<file path="config.mk">
export PLATFORM = sky130hd
export DESIGN_NAME = tpu_loader
export DESIGN_NICKNAME = d
export VERILOG_FILES = /design/src/rtl/tpu_loader.sv
export SDC_FILE = /design/constraint.sdc
export NUM_CORES = 1
export LEC_CHECK = 0
export CAP_MARGIN = 20
export CORE_MARGIN = 1
export CORE_UTILIZATION = 50
export DETAILED_ROUTE_END_ITERATION = 10
export PLACE_DENSITY_LB_ADDON = 0.3
export RECOVER_POWER = 100
export SLEW_MARGIN = 10
export SYNTH_ARGS = -nofsm -noshare
export SYNTH_HDL_FRONTEND = slang
export SYNTH_SLANG_ARGS = --single-unit
export TNS_END_PERCENT = 20
</file>
<file path="constraint.sdc">
create_clock -name clk -period 3.6 [get_ports clk]
set_clock_uncertainty 0.05 [all_clocks]
set_input_delay 0.36 -clock clk [delete_from_list [all_inputs] [get_ports clk]]
set_output_delay 0.36 -clock clk [all_outputs]
set_load 0.01 [all_outputs]
</file>
<file path="src/rtl/tpu_loader.sv">
// tpu_loader: streams host elements into the weight SRAM, then the data SRAM,
// kicks the TPU core and waits for it to finish.
//
// Ports
//   clk, srstn            clock; synchronous active-high reset
//   load_start            single-cycle job request (honoured only when idle)
//   in_valid/in_ready/in_data
//                         host element stream, DATA_WIDTH bits per element
//   sram_wen_w/waddr_w/wdata_w
//                         weight SRAM write port (registered)
//   sram_wen_d/waddr_d/wdata_d
//                         data SRAM write port (registered)
//   tpu_start, tpu_done   start pulse to / completion from the TPU core
//   busy, job_done        not-idle flag and one-cycle completion pulse
module tpu_loader #(
    parameter int unsigned SRAM_DATA_WIDTH = 32,
    parameter int unsigned DATA_WIDTH      = 8,
    parameter int unsigned SRAM_ADDR_WIDTH = 10,
    parameter int unsigned W_WORDS         = 64,
    parameter int unsigned D_WORDS         = 64
) (
    input  logic                       clk,
    input  logic                       srstn,
    input  logic                       load_start,
    input  logic                       in_valid,
    output logic                       in_ready,
    input  logic [DATA_WIDTH-1:0]      in_data,
    output logic                       sram_wen_w,
    output logic [SRAM_ADDR_WIDTH-1:0] sram_waddr_w,
    output logic [SRAM_DATA_WIDTH-1:0] sram_wdata_w,
    output logic                       sram_wen_d,
    output logic [SRAM_ADDR_WIDTH-1:0] sram_waddr_d,
    output logic [SRAM_DATA_WIDTH-1:0] sram_wdata_d,
    output logic                       tpu_start,
    input  logic                       tpu_done,
    output logic                       busy,
    output logic                       job_done
);

    localparam int unsigned K    = SRAM_DATA_WIDTH / DATA_WIDTH;
    localparam int unsigned IdxW = (K > 1) ? $clog2(K) : 1;

    localparam logic [IdxW-1:0]            IdxLast = IdxW'(K - 1);
    localparam logic [SRAM_ADDR_WIDTH-1:0] WLast   = SRAM_ADDR_WIDTH'(W_WORDS - 1);
    localparam logic [SRAM_ADDR_WIDTH-1:0] DLast   = SRAM_ADDR_WIDTH'(D_WORDS - 1);

    typedef enum logic [2:0] {
        StIdle,
        StLoadW,
        StLoadD,
        StStart,
        StWaitDone
    } state_e;

    state_e                     state_q, state_d;
    logic [IdxW-1:0]            idx_q, idx_d;       // element lane within current word
    logic [SRAM_DATA_WIDTH-1:0] pack_q, pack_d;     // partial word
    logic [SRAM_ADDR_WIDTH-1:0] cnt_q, cnt_d;       // words written in current phase
    logic                       fin_q, fin_d;       // final data word just written
    logic                       wen_w_q, wen_w_d;
    logic                       wen_d_q, wen_d_d;
    logic [SRAM_ADDR_WIDTH-1:0] waddr_w_q, waddr_w_d;
    logic [SRAM_ADDR_WIDTH-1:0] waddr_d_q, waddr_d_d;
    logic [SRAM_DATA_WIDTH-1:0] wdata_w_q, wdata_w_d;
    logic [SRAM_DATA_WIDTH-1:0] wdata_d_q, wdata_d_d;
    logic                       job_done_q, job_done_d;

    logic                       accept;
    logic                       word_done;
    logic [SRAM_DATA_WIDTH-1:0] word;

    // The cycle carrying the final data write already refuses input, so no
    // element past the job's quota is ever consumed.
    assign in_ready  = (state_q == StLoadW) || ((state_q == StLoadD) && !fin_q);
    assign accept    = in_valid && in_ready;
    assign word_done = accept && (idx_q == IdxLast);

    always_comb begin
        word = pack_q;
        word[idx_q * DATA_WIDTH +: DATA_WIDTH] = in_data;
    end

    always_comb begin
        state_d    = state_q;
        idx_d      = idx_q;
        pack_d     = pack_q;
        cnt_d      = cnt_q;
        fin_d      = 1'b0;
        wen_w_d    = 1'b0;
        wen_d_d    = 1'b0;
        waddr_w_d  = waddr_w_q;
        waddr_d_d  = waddr_d_q;
        wdata_w_d  = wdata_w_q;
        wdata_d_d  = wdata_d_q;
        job_done_d = 1'b0;

        if (accept) begin
            pack_d = word;
            idx_d  = word_done ? '0 : idx_q + 1'b1;
        end

        unique case (state_q)
            StIdle: begin
                if (load_start) begin
                    state_d = StLoadW;
                    cnt_d   = '0;
                    idx_d   = '0;
                end
            end
            StLoadW: begin
                if (word_done) begin
                    wen_w_d   = 1'b1;
                    waddr_w_d = cnt_q;
                    wdata_w_d = word;
                    if (cnt_q == WLast) begin
                        cnt_d   = '0;
                        state_d = StLoadD;
                    end else begin
                        cnt_d = cnt_q + 1'b1;
                    end
                end
            end
            StLoadD: begin
                if (fin_q) begin
                    state_d = StStart;
                end else if (word_done) begin
                    wen_d_d   = 1'b1;
                    waddr_d_d = cnt_q;
                    wdata_d_d = word;
                    if (cnt_q == DLast) begin
                        cnt_d = '0;
                        fin_d = 1'b1;
                    end else begin
                        cnt_d = cnt_q + 1'b1;
                    end
                end
            end
            StStart: begin
                state_d = StWaitDone;
            end
            StWaitDone: begin
                if (tpu_done) begin
                    state_d    = StIdle;
                    job_done_d = 1'b1;
                end
            end
            default: begin
                state_d = StIdle;
            end
        endcase
    end

    always_ff @(posedge clk) begin
        if (srstn) begin
            state_q    <= StIdle;
            idx_q      <= '0;
            pack_q     <= '0;
            cnt_q      <= '0;
            fin_q      <= 1'b0;
            wen_w_q    <= 1'b0;
            wen_d_q    <= 1'b0;
            waddr_w_q  <= '0;
            waddr_d_q  <= '0;
            wdata_w_q  <= '0;
            wdata_d_q  <= '0;
            job_done_q <= 1'b0;
        end else begin
            state_q    <= state_d;
            idx_q      <= idx_d;
            pack_q     <= pack_d;
            cnt_q      <= cnt_d;
            fin_q      <= fin_d;
            wen_w_q    <= wen_w_d;
            wen_d_q    <= wen_d_d;
            waddr_w_q  <= waddr_w_d;
            waddr_d_q  <= waddr_d_d;
            wdata_w_q  <= wdata_w_d;
            wdata_d_q  <= wdata_d_d;
            job_done_q <= job_done_d;
        end
    end

    assign sram_wen_w   = wen_w_q;
    assign sram_waddr_w = waddr_w_q;
    assign sram_wdata_w = wdata_w_q;
    assign sram_wen_d   = wen_d_q;
    assign sram_waddr_d = waddr_d_q;
    assign sram_wdata_d = wdata_d_q;
    assign tpu_start    = (state_q == StStart);
    assign busy         = (state_q != StIdle);
    assign job_done     = job_done_q;

endmodule

</file>
# --- Word level (Yosys, flattened, before mapping) ---
# Index checks and enable logic that the tools add are counted.
word_totals:
  ff_bits: 135
  elab_cells: 69
  out_inout_bits: 90
  in_bits: 13
classes:
  reduce_logical: 16
  n_eq_ne: 12
  bitwise_logic: 5
  addsub: 3
  shift: 2
  n_mux: 19
ops:
  columns: ["cell", "count"]
  rows:
  - ["$mux 10", 4]
  - ["$neg 5->34", 1]
  - ["$shift 8x34->32 const A", 1]
  - ["$shiftx 8x34->32", 1]
  - ["$bwmux 32", 1]
  - ["$pmux 10 s3", 1]
  - ["$mux 3", 5]
  - ["$pmux 3 s5", 1]
  - ["$add 10x1->10 const B", 1]
  - ["$eq 10x6->1 const B", 1]
  - ["$ne 2x2->1 const B", 5]
  - ["$mux 2", 4]
  - ["$eq 3x2->1 const B", 2]
  - ["$reduce_and 3->1", 2]
  - ["$reduce_bool 3->1", 2]
  - ["$not 1->1", 5]
  - ["$reduce_and 5->1", 1]
  - ["$reduce_or 2->1", 2]
  - ["$reduce_or 4->1", 1]
  - ["$eq 3x1->1 const B", 1]
  - ["$eq 3x3->1 const B", 1]
  - ["$logic_and 1x1->1", 3]
  - ["$logic_not 3->1", 1]
  - ["$mux 1", 3]
  - ["other kinds (7)", 7]

# --- Depth between registers and ports, before layout ---
logic_depth:
  word_depth: 9
  mapped_depth: 7
  depth_no_buf: 6

# --- Worst setup path after synthesis ---
# Ideal clock, no wire load.
synth_path:
  kind: "register -> register"
  from: "register idx_q[0]"
  to: "register wdata_w_q[24] (netlist: sram_wdata_w[24])"
  setup_ps: 86
  stages_incl_launch_ff: 6
  arrival_time_ps: 1732
  slack_ps: 1732
  required_time_ps: 3464
  path_cell_list: "dfxtp_1 -> inv_1 -> ha_1 -> nor4b_4 -> a21oi_1 -> a211oi_1"
synth_between:
  elab_chain_len: 3
synth_lines:
  columns: ["item", "line", "source"]
  rows:
  - ["from (decl)", "56", "logic [IdxW-1:0] idx_q, idx_d;"]
  - ["from (signal assigned)", "169", "idx_q <= idx_d;"]
  - ["$neg 5->34 / $eq 2x2->1 (equally long branches)", "80, 76", null]
  - ["$shiftx 8x34->32, or another cell as far along", "80", "word[idx_q * DATA_WIDTH +: DATA_WIDTH] = in_data;"]
  - ["$bwmux 32 / $reduce_and 2->1 (equally long branches)", null, null]
  - ["to (signal assigned)", "177", "wdata_w_q <= wdata_w_d;"]
  - ["to (decl)", "64", "logic [SRAM_DATA_WIDTH-1:0] wdata_w_q, wdata_w_d;"]
# Parallel ways exist; a longest one is shown, timed or not.
# A chain may end at the register's enable or synchronous reset.

# --- Worst setup path in the final report ---
layout_path:
  from: "register state_q[1]"
  to: "register pack_q[17]"
layout_between:
  elab_chain_len: 4
layout_lines:
  columns: ["item", "line", "source"]
  rows:
  - ["from (decl)", "55", "state_e state_q, state_d;"]
  - ["from (signal assigned)", "155", "state_q <= StIdle;"]
  - ["from (signal assigned)", "168", "state_q <= state_d;"]
  - ["$eq 3x2->1", "74", "assign in_ready = (state_q == StLoadW) || ((state_q == StLoadD) && !fin_q);"]
  - ["$logic_and 1x1->1", "74", null]
  - ["$logic_or 1x1->1 *", "74", null]
  - ["$logic_and 1x1->1 *", "75", "assign accept = in_valid && in_ready;"]
  - ["to (signal assigned)", "170", "pack_q <= pack_d;"]
  - ["to (decl)", "57", "logic [SRAM_DATA_WIDTH-1:0] pack_q, pack_d;"]
# Mark *: on every way between the ends. The rest lies on a longest branch, timed or not.

==> metrics.md <==
| Metric | Value |
|---|---|
| Status | `finished, violations left` |
| Failing checks | `max-capacitance violations, max-slew violations` |
| Peak VDD IR | `0.248 mV` |
| Multi-input combinational cell area | `between 2000 and 2500 sq um` |
| Gate Count Post-Synth | `between 600 and 700` |
| Chip width | `approximately 110 microns` |
| CTS tree | `done` |
| CP peak stage delay | `roughly 1200 ps` |
| Synth warn | `0` |
| Largest family of logic cells by synthesized area | `compound AO/OA/AOI/OAI gates` |
| Worst-Skew Late Latency | `roughly 520 ps` |
| Initial antenna violation count | `0` |
| Remaining DRCs | `0` |
| R2r startpoint | `state_q[1]` |
| Std cell rows | `37` |
| Root buf cell | `clkbuf_8` |
| Required time worst endpoint | `between 3000 and 4000 ps` |
| Routed vias/inst | `5.61` |
| Worst Hold Class | `primary input to flop` |
| RSZ-0062 raised after global routing | `no` |
| Multiplexer area fraction after synthesis | `less than 1%` |
| Max Fanout on Critical Path | `46` |
| Die area | `11,400 sq um` |
| Initial Util | `between 50 and 60%` |
| Yosys top cell area share | `between 40 and 50%` |
| Final setup violating endpoints | `0` |
| Cell Area, Synth | `5510 sq um` |
| First-pass GRT wire length | `~22,000 microns` |
| Largest net degree at the start of global routing | `79` |
| Register area | `roughly 2700 sq um` |
| Die height | `around 110 microns` |
| F_max | `around 0.34 GHz` |
| Via count | `4,702` |
| Worst Path Buf+Inv | `1` |
| Worst Hold Launch | `tpu_done` |
| Hold Path End | `job_done` |
| FF-to-FF setup slack | `between 600 and 700 ps` |
| Wire length per cell | `approximately 16 microns` |
| Synth Area in Compound Gates | `between 20% and 30%` |
| WP data arrival | `roughly 3300 ps` |
| Cell leakage power | `2.61 nW` |
| Aggregate global-route resource usage | `about a quarter` |
| Core footprint | `10,500 sq um` |
| Starting DRT DRC Count | `about 250` |
| R2R depth | `5` |
| Final core area utilization | `between 60% and 70%` |
| Type of the worst setup path | `flop to flop` |
| Input/output buffers | `102` |
| Final period util | `between 80 and 90%` |
| Share of cells above drive strength 1 | `7.83%` |
| Reg2reg end | `pack_q[17]` |
| Slew HR | `-8.26%` |
| Pre-CTS setup slack | `about 940 ps` |
| FF+latch count, synth | `between 100 and 150` |
| Worst path slowest cell | `o21a_1` |
| Hold path cells | `3` |
| Postcts setup bufs | `0` |
| Sum of negative setup slack | `0 ps` |
| Antenna diodes | `0` |
| Area Overhead vs Synth | `27.5%` |
| Routed wire length | `about 13,000 microns` |
| Max_cap viols | `1` |
| XOR/XNOR share of the synthesized area | `0.318%` |
| Most common cell after layout, fill and taps aside | `dfxtp_1` |
| Clock Pin Slew Worst Setup and Hold Paths | `approximately 60 ps` |
| Gp weighted congestion | `approximately 0.86` |
| CTS H-tree depth | `4` |
| Nets | `a little over 700` |
| Final WS setup | `687 ps` |
| Top cells by area, synth | `dfxtp_1 (49%), a211oi_1 (12%), nor2_1 (7.2%)` |
| Yosys top cell by area | `dfxtp_1` |
| Worst path cell trace | `nor3b_2 > o21a_1 > buf_4 > nor2_1 > a211oi_1` |
| Crit path capture type | `flop` |
| Post-synth EDFFs | `0` |
| Sink Count | `around 140` |
| Most frequent cells in the layout | `dfxtp_1 (135), nor2_1 (105), dlygate4sd3_1 (90), a211oi_1 (89), a21oi_1 (55)` |
| Syn_nets | `~630` |
| Fillers | `about 840` |
| Yosys cell types | `55` |
| Top delay family on crit path | `compound AO/OA/AOI/OAI gates` |
| Hold_buf cts | `0` |
| Simple-gate portion of the synthesized area | `around a fifth` |
| Synth Area in Adders | `roughly 1.4%` |
| Num CTS Buffers | `17` |
| Post-route ant nets | `0` |
| Dominant synthesized flop cell | `dfxtp_1` |
| Ports | `103` |
| Synthesized area per cell | `~9 sq um` |
| Post-DP HPWL | `8950 microns` |
| Async S/R FF share, synth | `0%` |
| Crit start category | `flop` |
| Worst hold slack | `between 300 and 400 ps` |
| GRT overflow | `0` |
| PostCTS Resize Cnt | `0` |
| Vias in the first global route | `~4,500` |
| Slew @ Worst Pin | `between 1500 and 2000 ps` |
| Deepest clock path buffer count | `2` |
| Max Slew Vio Count | `slightly below 80` |
| Register area share after synthesis | `roughly 49%` |
| Fin crit period | `~2900 ps` |
| Detailed Routing Iterations Pass 1 | `4` |
| PwrDens | `around 480 nW/um^2` |
| Final hold vios | `0` |
-- report_power, final --
group	total, mW	internal [mW]	leakage [nW]	switching, mW
registers	1.54	1.52	1.09	0.0161
clock network	1.63	0.998	0.282	0.635
logic	0.216	0.0750	1.24	0.141
total	3.39	2.60	2.61	0.793
-- how the worst max path moves through the flow --
stage	from	end	slack, ps	cells past startpoint
after global routing	state_q[1]	pack_q[17]	430	5
after global placement	idx_q[0]	sram_wdata_d[15]	1110	6
final	state_q[1]	pack_q[17]	690	5
after floorplan	idx_q[0]	sram_wdata_w[24]	1730	5
after detailed placement	idx_q[0]	sram_wdata_d[17]	940	6
after CTS	idx_q[0]	sram_wdata_d[17]	920	6
-- worst reg2reg max path: stages (launching register included) --
cell      delay (ps)
dfxtp_1          570
nor3b_2          330
o21a_1          1180
buf_4            360
nor2_1            60
a211oi_1         250
-- routing by layer --
layer | vias up | GRT usage, % | part of all wire (%)
met2 | 145 | 39.4 | 49
met4 | 0 | 9.59 | 1.8
met5 | - | 0 | 0
met1 | 2194 | 31.3 | 44
li1 | 2340 | - | -
met3 | 23 | 5.53 | 5.4
-- cell usage after synthesis, types with 2 or more instances --
master       n
or3_1        4
nor2b_1     33
a21oi_1     55
dfxtp_1    135
buf_4        8
inv_1       12
nand4_1      3
nand2_1     48
and3_1       2
nand3_1      6
and4_1       2
o32ai_1      6
a211oi_1    87
a211oi_2    10
and2_1       2
nor4_1       2
ha_1         6
a32oi_1      4
nor2_1     105
a31oi_1      2
buf_6        4
clkbuf_1    19
buf_2       17
xnor2_1      2
o2111ai_1    2
nand2b_1     2
nor3_1       5
and3b_1      2
-- cells by family (layout without fill, tap and decap cells) --
| family | Yosys count | count (layout) |
|---|---|---|
| adders and majority gates | 6 | 6 |
| DFF | 135 | 135 |
| and+or+nand+nor | 228 | 228 |
| muxes | 1 | 1 |
| buffers and inverters | 62 | 152 |
| AOI/OAI and AO/OA | 178 | 178 |
| xor gates and xnor gates | 2 | 2 |
-- per-stage QoR --
step           cell area, sq um  cells  power [mW]
2_1_floorplan              5510    612        1.72
3_3_place_gp               6500    807        1.78
3_5_place_dp               6500    807        1.78
4_1_cts                    7060    838        3.41
5_1_grt                    7020    838        3.50
6_report                   7020    838        3.39
-- final cells by class --
cell class / instances / share of cell area (%)
tap: 136 / 2.42
sequential: 135 / 38.5
clock buffer: 19 / 6.15
inverter: 12 / 0.642
multi-input combinational: 415 / 34.9
timing repair buffer: 109 / 15.5
clock inverter: 12 / 1.84
-- sequential cells by signal, summed over array words and instances (netlist names) --
register	count
cnt_q	10
sram_waddr_d	10
pack_q	32
state_q	3
job_done	1
sram_waddr_w	10
sram_wen_d	1
fin_q	1
sram_wen_w	1
sram_wdata_w	32
idx_q	2
sram_wdata_d	32
Note: power is estimated with default switching activity, not from simulation.
